$ cat src/rtl/ram_ctrl.sv
// Initiator-side controller for a 16x32 negedge-clocked RAM: zero-fill sweep after reset,
// alternating arbitration of write/read requests, and a held valid/ready read response.
module ram_ctrl #(
  parameter int DATA_W  = 32,
  parameter int ADDR_W  = 4,
  parameter int DEPTH   = 16,
  parameter int INIT_EN = 1
) (
  input  logic              clk,
  input  logic              rst,
  input  logic              wr_valid,
  output logic              wr_ready,
  input  logic [ADDR_W-1:0] wr_addr,
  input  logic [DATA_W-1:0] wr_data,
  input  logic              rd_valid,
  output logic              rd_ready,
  input  logic [ADDR_W-1:0] rd_addr,
  output logic              rsp_valid,
  input  logic              rsp_ready,
  output logic [DATA_W-1:0] rsp_data,
  output logic              init_done,
  output logic              ram_w_en,
  output logic              ram_r_en,
  output logic [ADDR_W-1:0] ram_addr_w,
  output logic [ADDR_W-1:0] ram_addr_r,
  output logic [DATA_W-1:0] ram_wdata,
  input  logic [DATA_W-1:0] ram_rdata
);

  typedef enum logic [2:0] {
    ST_INIT = 3'd0,
    ST_IDLE = 3'd1,
    ST_WR   = 3'd2,
    ST_RD   = 3'd3,
    ST_RSP  = 3'd4
  } state_t;

  localparam state_t            RST_STATE = (INIT_EN != 0) ? ST_INIT : ST_IDLE;
  localparam logic              RST_DONE  = (INIT_EN != 0) ? 1'b0 : 1'b1;
  localparam logic [ADDR_W-1:0] LAST_ADDR = ADDR_W'(DEPTH - 1);

  state_t              state_q, state_d;
  logic [ADDR_W-1:0]   init_cnt_q, init_cnt_d;
  logic                last_rd_q, last_rd_d;
  logic                w_en_q, w_en_d;
  logic                r_en_q, r_en_d;
  logic [ADDR_W-1:0]   addr_w_q, addr_w_d;
  logic [ADDR_W-1:0]   addr_r_q, addr_r_d;
  logic [DATA_W-1:0]   wdata_q, wdata_d;
  logic                rsp_valid_q, rsp_valid_d;
  logic [DATA_W-1:0]   rsp_data_q, rsp_data_d;
  logic                init_done_q, init_done_d;
  logic                wr_fire_s, rd_fire_s;

  // Request acceptance: only in IDLE; a contested cycle goes to whichever side lost last time.
  always_comb begin
    wr_ready = 1'b0;
    rd_ready = 1'b0;
    if (state_q == ST_IDLE) begin
      wr_ready = !rd_valid || last_rd_q;
      rd_ready = !wr_valid || !last_rd_q;
    end else begin
      wr_ready = 1'b0;
      rd_ready = 1'b0;
    end
  end

  assign wr_fire_s = wr_valid && wr_ready;
  assign rd_fire_s = rd_valid && rd_ready;

  // Next-state and registered-output computation.
  always_comb begin
    state_d     = state_q;
    init_cnt_d  = init_cnt_q;
    last_rd_d   = last_rd_q;
    w_en_d      = 1'b0;
    r_en_d      = 1'b0;
    addr_w_d    = addr_w_q;
    addr_r_d    = addr_r_q;
    wdata_d     = wdata_q;
    rsp_valid_d = rsp_valid_q;
    rsp_data_d  = rsp_data_q;
    init_done_d = init_done_q;
    case (state_q)
      ST_INIT: begin
        // The sweep ends on the edge that closes the strobe carrying the last address.
        if (w_en_q && (addr_w_q == LAST_ADDR)) begin
          init_done_d = 1'b1;
          state_d     = ST_IDLE;
        end else begin
          w_en_d     = 1'b1;
          addr_w_d   = init_cnt_q;
          wdata_d    = '0;
          init_cnt_d = init_cnt_q + ADDR_W'(1);
        end
      end
      ST_IDLE: begin
        if (rd_fire_s) begin
          r_en_d    = 1'b1;
          addr_r_d  = rd_addr;
          last_rd_d = 1'b1;
          state_d   = ST_RD;
        end else if (wr_fire_s) begin
          w_en_d    = 1'b1;
          addr_w_d  = wr_addr;
          wdata_d   = wr_data;
          last_rd_d = 1'b0;
          state_d   = ST_WR;
        end else begin
          state_d = ST_IDLE;
        end
      end
      ST_WR: begin
        state_d = ST_IDLE;
      end
      ST_RD: begin
        // The RAM drove ram_rdata on the negedge inside the strobe cycle.
        rsp_data_d  = ram_rdata;
        rsp_valid_d = 1'b1;
        state_d     = ST_RSP;
      end
      ST_RSP: begin
        if (rsp_ready) begin
          rsp_valid_d = 1'b0;
          state_d     = ST_IDLE;
        end else begin
          rsp_valid_d = 1'b1;
        end
      end
      default: begin
        rsp_valid_d = 1'b0;
        state_d     = ST_IDLE;
      end
    endcase
  end

  // State and output registers.
  always_ff @(posedge clk or posedge rst) begin
    if (rst) begin
      state_q     <= RST_STATE;
      init_cnt_q  <= '0;
      last_rd_q   <= 1'b0;
      w_en_q      <= 1'b0;
      r_en_q      <= 1'b0;
      addr_w_q    <= '0;
      addr_r_q    <= '0;
      wdata_q     <= '0;
      rsp_valid_q <= 1'b0;
      rsp_data_q  <= '0;
      init_done_q <= RST_DONE;
    end else begin
      state_q     <= state_d;
      init_cnt_q  <= init_cnt_d;
      last_rd_q   <= last_rd_d;
      w_en_q      <= w_en_d;
      r_en_q      <= r_en_d;
      addr_w_q    <= addr_w_d;
      addr_r_q    <= addr_r_d;
      wdata_q     <= wdata_d;
      rsp_valid_q <= rsp_valid_d;
      rsp_data_q  <= rsp_data_d;
      init_done_q <= init_done_d;
    end
  end

  assign ram_w_en   = w_en_q;
  assign ram_r_en   = r_en_q;
  assign ram_addr_w = addr_w_q;
  assign ram_addr_r = addr_r_q;
  assign ram_wdata  = wdata_q;
  assign rsp_valid  = rsp_valid_q;
  assign rsp_data   = rsp_data_q;
  assign init_done  = init_done_q;

endmodule

$ cat config.mk
export PLATFORM = sky130hd
export DESIGN_NAME = ram_ctrl
export DESIGN_NICKNAME = d
export VERILOG_FILES = /design/src/rtl/ram_ctrl.sv
export SDC_FILE = /design/constraint.sdc
export NUM_CORES = 1
export LEC_CHECK = 0
export BUFFER_PORTS_ARGS = -buffer_cell sky130_fd_sc_hd__buf_2
export CAP_MARGIN = 20
export CORE_MARGIN = 2
export CORE_UTILIZATION = 35
export DETAILED_ROUTE_END_ITERATION = 7
export SLEW_MARGIN = 10
export SYNTH_ARGS = -nofsm -noshare
export SYNTH_HDL_FRONTEND = slang
export SYNTH_SLANG_ARGS = --single-unit
$ cat constraint.sdc
create_clock -name clk -period 3.85 [get_ports clk]
set_input_delay 0.385 -clock clk [delete_from_list [all_inputs] [get_ports clk]]
set_output_delay 0.385 -clock clk [all_outputs]
set_load 0.03 [all_outputs]
==> reports/qor.yml <==
sta:
  slew_violations: 0
  final-hold-violation-count: 0
  worstMarginPinSlew_ns: 0.953
  period_needed_ns: 2.25
  tns_ns: 0
  post-route-period-util_pct: 58.4
  slew-limit-headroom_pct: 36.5
  skew_ns: 0.0155
  max_freq_ghz: 0.444
  fin_ws_ns: 1.60
  setup_violations: 0
  rsz0062_at_grt: "no"
clock_network:
  clock_sinks: 84
  clkTransAtPathRegs_ns: 0.09
  ctsResizeCount: 0
  tritoncts: "built"
  clock_latency_ns: 0.35
  ctsHtreeMaxLevel: 3
  cts_setup_buffers: 0
  postCtsHoldBufs: 0
  clk_path_buf_depth: 2
  clockRootBuffer: "clkbuf_8"
  cts_buffers: 9
global_routing:
  grt_max_degree: 58
  overflow: 0
  grt_pass1_vias: 2429
  antenna_found_initial: 0
  grtUsageTotal_pct: 15.4
  grt_pass1_wl_mm: 12.3
synth:
  synth-seq-cells: 84
  yosys.area.top_type_share_pct: 63.1
  ys_seq_area_share_pct: 63.1
  synth_edf_count: 0
  async_reset_ff_share_pct: 100
  ys.flop_type: "dfrtp_1"
  synth_compound_area_share_pct: 6.68
  synth-xor-area-share_pct: 0.788
  syn-mean-instance-area_um2: 12.2
  syn_nets: 351
  synth-adder-area-share_pct: 0.375
  synth_top_family_by_area: "multiplexers"
  ys_types: 28
  synthSimpleGateAreaFrac_pct: 10.7
  yosysMostFrequentCell: "dfrtp_1"
  synth.area.top_cells: "dfrtp_1, mux2_2, nand2_1"
  netlist_top_cells_count: "dfrtp_1, nand2_1, mux2_2, o21ai_0, buf_2"
  netlist_instances: 273
  ys_warn_count: 0
  mappedNetlistArea_um2: 3330
  synthMuxAreaShare_pct: 16.0
  synth_largest_area_cell: "dfrtp_1"
outcome:
  status: "completed"
route:
  vias_per_cell: 4.56
  drtIter0Drc: 68
  ant_nets: 0
  drc: 0
  dr.pass1.iters: 4
  routed_wirelength_mm: 7.84
  vias: 2575
  drt-wirelength-per-cell_um: 13.9
placed_design:
  hpwl_mm: 5.66
  port_buffers: 154
  gp_congestion: 0.758
  dp_slack_ns: 1.58
setup_path:
  crit_chain: "or3_1 -> a31oi_4 -> nor2_4 -> mux2_4"
  crit_arrival_ns: 2.48
  endpoint_kind: "flop"
  critPathKind: "reg -> reg"
  r2r_start: "state_q[1]"
  crit_slowest_cell: "a31oi_4"
  startpoint_type: "flop"
  worstPathMaxFanout: 37
  reg2reg_to: "ram_addr_w[1]"
  cp_data_required_time_ns: 4.08
  rrSetupSlack_ns: 1.60
  ff2ff_path_depth: 4
  worst_path_largest_cell_delay_ns: 0.77
cells_and_area:
  fillers: 891
  diodes: 0
  final_nets: 509
  drive_above_1_share_pct: 51.1
  syn_to_final_growth_pct: 33.7
power_and_ir_drop:
  p_leak_nw: 2.25
  ir_drop_mv: 0.557
  p_per_area_nw_per_um2: 969
min_path:
  hold_path_end: "ram_wdata[23]"
  whs_path_depth: 3
  hold_class: "in -> reg"
  worstHoldStart: "wr_data[23]"
floorplanning:
  die_area_um2: 10300
  core_area_um2: 9240
  fp.dieH_um: 102
  ios: 155
  die_w_um: 102
  num_rows: 35
  start_util_pct: 36.1
job:
  maxCapViolations: 0
cell families after synthesis:
group | after synthesis
AOI/OAI and AO/OA | 39
DFF | 84
xor gates and xnor gates | 3
and+or+nand+nor | 82
buffers and inverters | 18
muxes | 46
adders and majority gates | 1
final cells by class:
cell class              instances  area [µm²]  area share [%]
flip-flops and latches         84        2100            47.2
repair buffers                160         831            18.6
well taps                     129         161            3.62
inverters                       5        20.0           0.449
clock inverters                 5        61.3            1.38
multi-input cells             171        1150            25.8
clock buffers                  11         131            2.95
layout by cell type, fill, tap and decap left out:
cell | Yosys | layout
nand2b_1 | 1 | 1
clkinv_2 | 0 | 1
o21a_1 | 1 | 1
xnor2_1 | 2 | 2
bufinv_16 | 0 | 1
nand4_1 | 1 | 1
ha_1 | 1 | 1
buf_12 | 0 | 1
buf_4 | 0 | 4
inv_6 | 0 | 1
mux2i_1 | 1 | 1
nor3b_4 | 1 | 1
a31oi_4 | 1 | 1
and2_1 | 2 | 2
a21o_1 | 1 | 1
dfrtp_1 | 84 | 84
nand3_1 | 4 | 4
xor2_1 | 1 | 1
nor2_4 | 1 | 1
nand2_1 | 68 | 68
and3_1 | 2 | 2
or3_1 | 1 | 1
buf_2 | 7 | 154
mux2_2 | 41 | 41
inv_1 | 5 | 4
dlygate4sd3_1 | 0 | 1
clkinvlp_4 | 0 | 3
a21oi_1 | 2 | 2
o21bai_1 | 1 | 1
o21ai_0 | 32 | 32
nor4b_1 | 1 | 1
a31o_2 | 1 | 1
clkbuf_1 | 3 | 2
mux2_4 | 4 | 4
clkbuf_8 | 0 | 9
power breakdown:
group	internal [mW]	leakage, nW	switching [mW]
combinational	0.763	1.11	1.41
clock	0.303	0.0862	0.312
sequential	1.30	1.05	0.237
state kept, by name, summed over array words and instances (netlist names):
signal and cells:
init_done 1, ram_addr_r 4, rsp_data 32, ram_w_en 1
rsp_valid 1, ram_wdata 32, init_cnt_q 4, ram_r_en 1
state_q 3, last_rd_q 1, ram_addr_w 4
worst max path at each step:
stage | depth (start not counted) | endpoint | from
6_report | 4 | ram_addr_w[1] | state_q[1]
5_1_grt | 4 | ram_addr_w[1] | state_q[1]
4_1_cts | 4 | ram_addr_w[1] | state_q[1]
3_5_place_dp | 4 | ram_addr_w[1] | state_q[1]
3_3_place_gp | 4 | ram_addr_w[1] | state_q[1]
2_1_floorplan | 1 | init_cnt_q[0] | rst
layer usage:
| metal | track usage, % | vias to the layer above | wire length [µm] |
|---|---|---|---|
| met5 | 0 | - | 0 |
| met3 | 2.62 | 10 | 371 |
| met2 | 24.6 | 71 | 3830 |
| met4 | 6.86 | 0 | 129 |
| met1 | 20.6 | 1267 | 3510 |
| li1 | - | 1227 | - |
critical path, delay by kind of cell (launching register included):
family	cells	cell delay, ns
AOI/OAI and AO/OA	1	0.77
and+or+nand+nor	2	0.56
DFF	1	0.46
muxes	1	0.34
per-stage QoR:
step	instance area [µm²]	power (mW)	utilization, %	instances	hold WS, ns
global route	4460	4.62	48.2	565	0.226
floorplan	3330	3.12	-	273	0.442
finish	4460	4.32	48.2	565	0.227
CTS	4430	4.38	47.9	563	0.216
detailed placement	4240	3.76	45.8	547	0.464
global placement	4240	3.71	45.8	547	0.462
Note: power is estimated with default switching activity, not from simulation.
